<file path="src/rtl/matmul_sched.sv">
// matmul_sched: sequences the shared Booth multiplier and its FIFOs
// to compute C = A x B for NxN signed 16-bit matrices.
//
// Ports:
//   clk, reset_n          clock, async active-low reset
//   op_start/op_clear     start a multiply / abort from any state
//   op_done               level-high once all N*N results are written
//   a_addr/b_addr         A/B read addresses (1-cycle read latency)
//   a_rdata/b_rdata       A/B read data
//   opnd_we               push strobe to both operand FIFOs
//   cand_din/plier_din    operand FIFO write data (hold last value)
//   res_re                result FIFO pop (data valid next cycle)
//   res_dout/res_empty    result FIFO data / empty flag
//   multi_opstart/opclear one-cycle multiplier start / clear pulses
//   multi_opdone          multiplier done level
//   fifo_flush            one-cycle flush of all three FIFOs
//   c_we/c_addr/c_wdata   C memory write port
module matmul_sched #(
  parameter int N  = 4,
  parameter int AW = 4
) (
  input  logic          clk,
  input  logic          reset_n,
  input  logic          op_start,
  input  logic          op_clear,
  output logic          op_done,
  output logic [AW-1:0] a_addr,
  output logic [AW-1:0] b_addr,
  input  logic [15:0]   a_rdata,
  input  logic [15:0]   b_rdata,
  output logic          opnd_we,
  output logic [15:0]   cand_din,
  output logic [15:0]   plier_din,
  output logic          res_re,
  input  logic [31:0]   res_dout,
  input  logic          res_empty,
  output logic          multi_opstart,
  output logic          multi_opclear,
  input  logic          multi_opdone,
  output logic          fifo_flush,
  output logic          c_we,
  output logic [AW-1:0] c_addr,
  output logic [31:0]   c_wdata
);

  typedef enum logic [3:0] {
    S_IDLE,
    S_LOAD,
    S_START,
    S_WAIT,
    S_DRAIN,
    S_WRITE,
    S_NEXT,
    S_DONE,
    S_CLEAR
  } state_e;

  localparam int CW = 4;
  localparam logic [CW-1:0] NL  = CW'(N);
  localparam logic [CW-1:0] NM1 = CW'(N - 1);

  state_e state_q, state_d;

  logic [CW-1:0] i_q, i_d;
  logic [CW-1:0] j_q, j_d;
  // k: operand index in LOAD, pop count in DRAIN
  logic [CW-1:0] k_q, k_d;
  // n: accumulations done in DRAIN
  logic [CW-1:0] n_q, n_d;
  logic [31:0]   acc_q, acc_d;
  // pop issued last cycle -> res_dout valid now
  logic          rv_q, rv_d;
  logic [15:0]   cand_q, plier_q;

  function automatic logic [AW-1:0] idx(
    input logic [CW-1:0] r,
    input logic [CW-1:0] c
  );
    return AW'(32'(r) * 32'(N) + 32'(c));
  endfunction

  always_ff @(posedge clk or negedge reset_n) begin
    if (!reset_n) begin
      state_q <= S_IDLE;
      i_q     <= '0;
      j_q     <= '0;
      k_q     <= '0;
      n_q     <= '0;
      acc_q   <= '0;
      rv_q    <= 1'b0;
      cand_q  <= '0;
      plier_q <= '0;
    end else begin
      state_q <= state_d;
      i_q     <= i_d;
      j_q     <= j_d;
      k_q     <= k_d;
      n_q     <= n_d;
      acc_q   <= acc_d;
      rv_q    <= rv_d;
      if (opnd_we) begin
        cand_q  <= a_rdata;
        plier_q <= b_rdata;
      end
    end
  end

  // read data goes straight through on the push cycle, held otherwise
  assign cand_din  = opnd_we ? a_rdata : cand_q;
  assign plier_din = opnd_we ? b_rdata : plier_q;

  always_comb begin
    state_d       = state_q;
    i_d           = i_q;
    j_d           = j_q;
    k_d           = k_q;
    n_d           = n_q;
    acc_d         = acc_q;
    rv_d          = 1'b0;
    op_done       = 1'b0;
    a_addr        = '0;
    b_addr        = '0;
    opnd_we       = 1'b0;
    res_re        = 1'b0;
    multi_opstart = 1'b0;
    multi_opclear = 1'b0;
    fifo_flush    = 1'b0;
    c_we          = 1'b0;
    c_addr        = '0;
    c_wdata       = '0;

    unique case (state_q)
      S_IDLE: begin
        if (op_start) begin
          state_d = S_LOAD;
          i_d     = '0;
          j_d     = '0;
          k_d     = '0;
          acc_d   = '0;
        end
      end
      S_LOAD: begin
        if (k_q < NL) begin
          a_addr = idx(i_q, k_q);
          b_addr = idx(k_q, j_q);
        end
        // data for address k arrives on cycle k+1
        opnd_we = (k_q != '0);
        if (k_q == NL) begin
          state_d = S_START;
          k_d     = '0;
        end else begin
          k_d = k_q + 1'b1;
        end
      end
      S_START: begin
        multi_opstart = 1'b1;
        state_d       = S_WAIT;
        k_d           = '0;
        n_d           = '0;
      end
      S_WAIT: begin
        if (multi_opdone) begin
          state_d = S_DRAIN;
        end
      end
      S_DRAIN: begin
        res_re = !res_empty && (k_q < NL);
        rv_d   = res_re;
        if (res_re) begin
          k_d = k_q + 1'b1;
        end
        if (rv_q) begin
          acc_d = acc_q + res_dout;
          n_d   = n_q + 1'b1;
          if (n_q == NM1) begin
            state_d = S_WRITE;
          end
        end
      end
      S_WRITE: begin
        c_we    = 1'b1;
        c_addr  = idx(i_q, j_q);
        c_wdata = acc_q;
        state_d = S_NEXT;
      end
      S_NEXT: begin
        multi_opclear = 1'b1;
        acc_d         = '0;
        k_d           = '0;
        if (j_q == NM1) begin
          j_d = '0;
          i_d = i_q + 1'b1;
        end else begin
          j_d = j_q + 1'b1;
        end
        if (i_q == NM1 && j_q == NM1) begin
          state_d = S_DONE;
          i_d     = '0;
          j_d     = '0;
        end else begin
          state_d = S_LOAD;
        end
      end
      S_DONE: begin
        op_done = 1'b1;
      end
      S_CLEAR: begin
        multi_opclear = 1'b1;
        fifo_flush    = 1'b1;
        state_d       = S_IDLE;
      end
      default: begin
        state_d = S_IDLE;
      end
    endcase

    // abort wins over every other transition
    if (op_clear) begin
      state_d = S_CLEAR;
      i_d     = '0;
      j_d     = '0;
      k_d     = '0;
      n_d     = '0;
      acc_d   = '0;
      rv_d    = 1'b0;
    end
  end

endmodule

</file>
<file path="config.mk">
export PLATFORM = sky130hd
export DESIGN_NAME = matmul_sched
export DESIGN_NICKNAME = d
export VERILOG_FILES = /design/src/rtl/matmul_sched.sv
export SDC_FILE = /design/constraint.sdc
export NUM_CORES = 1
export LEC_CHECK = 0
export BUFFER_PORTS_ARGS = -buffer_cell sky130_fd_sc_hd__buf_2
export CAP_MARGIN = 20
export CORE_MARGIN = 1.5
export CORE_UTILIZATION = 54
export DETAILED_ROUTE_END_ITERATION = 10
export PLACE_DENSITY = 0.82
export SYNTH_ARGS = -nofsm -noshare
export SYNTH_HDL_FRONTEND = slang
export SYNTH_SLANG_ARGS = --single-unit
</file>
<file path="constraint.sdc">
create_clock -name clk -period 3.05 [get_ports clk]
set_input_delay 0.305 -clock clk [delete_from_list [all_inputs] [get_ports clk]]
set_output_delay 0.305 -clock clk [all_outputs]
set_load 0.05 [all_outputs]
</file>
==> impl_metrics.py <==
metrics = {
    "placement": {
        "hpwl_um": 10000,
        "port_buffers": 152,
        "post-place-ws_ns": 0.0778,
        "dp.cells": 868,
        "place.gp.congestion": 0.928,
    },
    "pwr": {
        "p_leak_nw": 3.52,
        "power_w": 0.00267,
        "p_comb_share_pct": 23.7,
        "p_per_area_nw_per_um2": 397,
        "pwr-share-seq_pct": 45.5,
        "p_switching_w": 0.000918,
        "vdd_drop_max_mv": 0.243,
        "p_int_w": 0.00175,
        "switching_share_pct": 34.4,
        "p_clk_share_pct": 30.9,
    },
    "cells_and_area": {
        "n_antenna_cell": 0,
        "syn_to_final_growth_pct": 19.1,
        "fin_nets": 855,
        "stdcell_count": 886,
        "fill_cells": 853,
        "drive_gt1_share_pct": 26.9,
    },
    "worst_setup_path": {
        "cp_max_fo": 33,
        "worstPathRequired_ns": 2.74,
        "crit_path_end_kind": "output pin",
        "cp-start-kind": "flip-flop",
        "path_class": "reg2out",
        "crit_arrival_ns": 2.60,
    },
    "timing": {
        "fmax_mhz": 344,
        "fin_ws_ns": 0.140,
        "min_period_ns": 2.91,
        "skew_ns": 0.0115,
        "finalSetupTns_ns": 0,
        "finalCritPeriodShare_pct": 95.4,
        "hold_ws_ns": 0.179,
        "max_slew.worst_pin.slew_ns": 0.668,
        "maxSlewViolCount": 0,
        "slew_headroom_pct": 55.3,
        "setup-violations-final": 0,
        "hold_viol": 0,
        "grt_setup_unrepaired": "false",
    },
    "grt": {
        "grt_pass1_vias": 4766,
        "track_usage_pct": 24.7,
        "grt-ovfl-total": 0,
        "grt_max_degree": 86,
        "grt_antenna_before_repair": 0,
        "grt_pass1_wl_um": 22300,
    },
    "clocking": {
        "cts_sinks": 85,
        "cts_root_buffer": "clkbuf_8",
        "post-cts-setup-buffers": 0,
        "cts_buffers": 9,
        "cts_tree": "built",
        "clock_latency_ns": 0.36,
        "htree_levels": 3,
        "clkTransAtPathRegs_ns": 0.10,
        "cts_buffer_depth": 2,
    },
    "drt": {
        "route.detailed.drc": 0,
        "vias_per_cell": 5.64,
        "drtIter0Drc": 268,
        "avgRoutedWirePerCell_um": 15.4,
        "postRouteAntennaNets": 0,
        "routed_wl_um": 13600,
        "vias": 4994,
        "drt_pass1_iterations": 5,
    },
    "synth": {
        "synth_seq_area_share_pct": 37.7,
        "syn_inst": 605,
        "ys.flop_type": "dfrtp_1",
        "syn_nets": 715,
        "synth_area_per_cell_sq_um": 9.33,
        "syn_area_sq_um": 5640,
        "yosysWarnings": 0,
        "synth_top_area_share_pct": 37.7,
        "synth_cell_types": 66,
        "synth_edf_count": 0,
        "yosys_register_bits": 85,
        "async_reset_ff_share_pct": 100,
        "synthTopCellsByArea": "dfrtp_1 38%, ha_1 8.6%, mux2_1 5.0%, nand2_1 4.7%, and2_1 4.4%",
        "synth_area_leader_cell": "dfrtp_1",
    },
    "hold_path": {
        "min_path_type": "in2reg",
    },
    "floorplan": {
        "rows": 37,
        "core-area_sq_um": 10200,
        "initial_core_util_pct": 55.2,
        "io_pins": 153,
        "die_w_um": 105,
        "die-area_sq_um": 11100,
        "fp.dieH_um": 105,
    },
    "run_status": {
        "status": "finished clean",
    },
    "job": {
        "drv_cap": 0,
    },
}
path summary, 6_finish.rpt:
kind	start	end	slack (ns)	cells after the start
max in group asynchronous	reset_n	acc_q[7]	2.10	3
hold reg to reg	plier_q[12]	plier_q[12]	0.49	1
hold / removal	a_rdata[4]	cand_q[4]	0.18	2
setup / recovery	state_q[1]	cand_din[13]	0.14	6
min in group asynchronous	reset_n	k_q[2]	0.34	2
setup reg to reg	acc_q[0]	acc_q[30]	0.19	11
cell type report:
cell class | count | area [sq um] | area share, %
Timing Repair Buffer | 158 | 843 | 12.5
Clock buffer | 9 | 124 | 1.84
Sequential cell | 85 | 2130 | 31.7
Multi-Input combinational cell | 479 | 3340 | 49.7
Inverter | 12 | 45.0 | 0.670
Tap cell | 136 | 170 | 2.53
Clock inverter | 7 | 73.8 | 1.10
timing repair:
item,4_1_cts,5_1_grt
resized for setup,0,2
hold buffers,0,1
setup endpoints to repair,0,34
hold endpoints to repair,0,11
cell usage after synthesis, types with 9 or more instances:
library cell,number
clkbuf_1,19
nand2b_1,10
nor2_1,29
dfrtp_1,85
nand2_1,70
ha_1,39
inv_1,12
mux2_1,25
and2_1,40
xor2_1,18
o31ai_1,9
a21oi_1,32
a21o_1,13
o21ai_0,33
nand3_1,10
xnor2_1,19
o21ai_1,25
sequential cells by signal, indices dropped and copies added (netlist names), 4 cells and up:
signal and flops:
i_q 4, k_q 4, cand_q 16, acc_q 32
j_q 4, n_q 4, plier_q 16, state_q 4
placed cells by master, fill, tap and decap left out, drive strengths merged, types with 3 or more instances in the layout:
cell and count:
nor2b 6, a21oi 36, xor2 18, o21ai 58
a21o 14, nand2 71, clkbuf 9, nor3b 3
and2 40, mux2 33, clkinv 3, xnor2 19
o21bai 5, a211oi 4, nand2b 11, a31oi 7
nor4b 3, ha 39, nor3 7, nor2 29
and3 4, a22o 3, or3 6, buf 157
inv 14, and4 3, nor4 6, nand3 10
dfrtp 85, nand4 6, o31ai 9
metal layers:
layer | up-vias | wire length (um) | global-route usage [%]
met5 | - | 0 | 0
met4 | 0 | 204 | 8.22
met3 | 17 | 972 | 4.08
met2 | 197 | 6470 | 41.2
met1 | 2346 | 5970 | 32.7
li1 | 2434 | - | -
critical path, cell delays in order, from the launching register on:
cell and delay [ns]:
dfrtp_2 0.50, nand2b_1 0.24, or3_1 0.47, a21oi_4 0.19, buf_12 0.22, mux2_1 0.38
buf_2 0.23
cells by family after synthesis:
family | after synthesis | share of synthesized area (%)
fa+ha+maj | 40 | 9.00
flops | 85 | 37.7
mux | 35 | 6.94
compound gates | 154 | 17.1
simple gates | 213 | 19.8
buf+inv | 41 | 3.75
xor+xnor | 37 | 5.74
stage by stage:
step                cell area [sq um]  util (%)
finish                           6720      65.7
global route                     6720      65.7
CTS                              6680      65.3
detailed placement               6480      63.3
global placement                 6480      63.3
floorplan                        5650         -
power groups by stage:
stage | registers, W | clock network, W | logic [W]
after floorplan | 0.00123 | 0 | 0.000462
after global placement | 0.00123 | 0 | 0.000617
after detailed placement | 0.00124 | 0 | 0.000627
after CTS | 0.00121 | 0.000842 | 0.000629
after global routing | 0.00122 | 0.000881 | 0.000675
final | 0.00121 | 0.000824 | 0.000633
(Power assumes the default switching activity.)
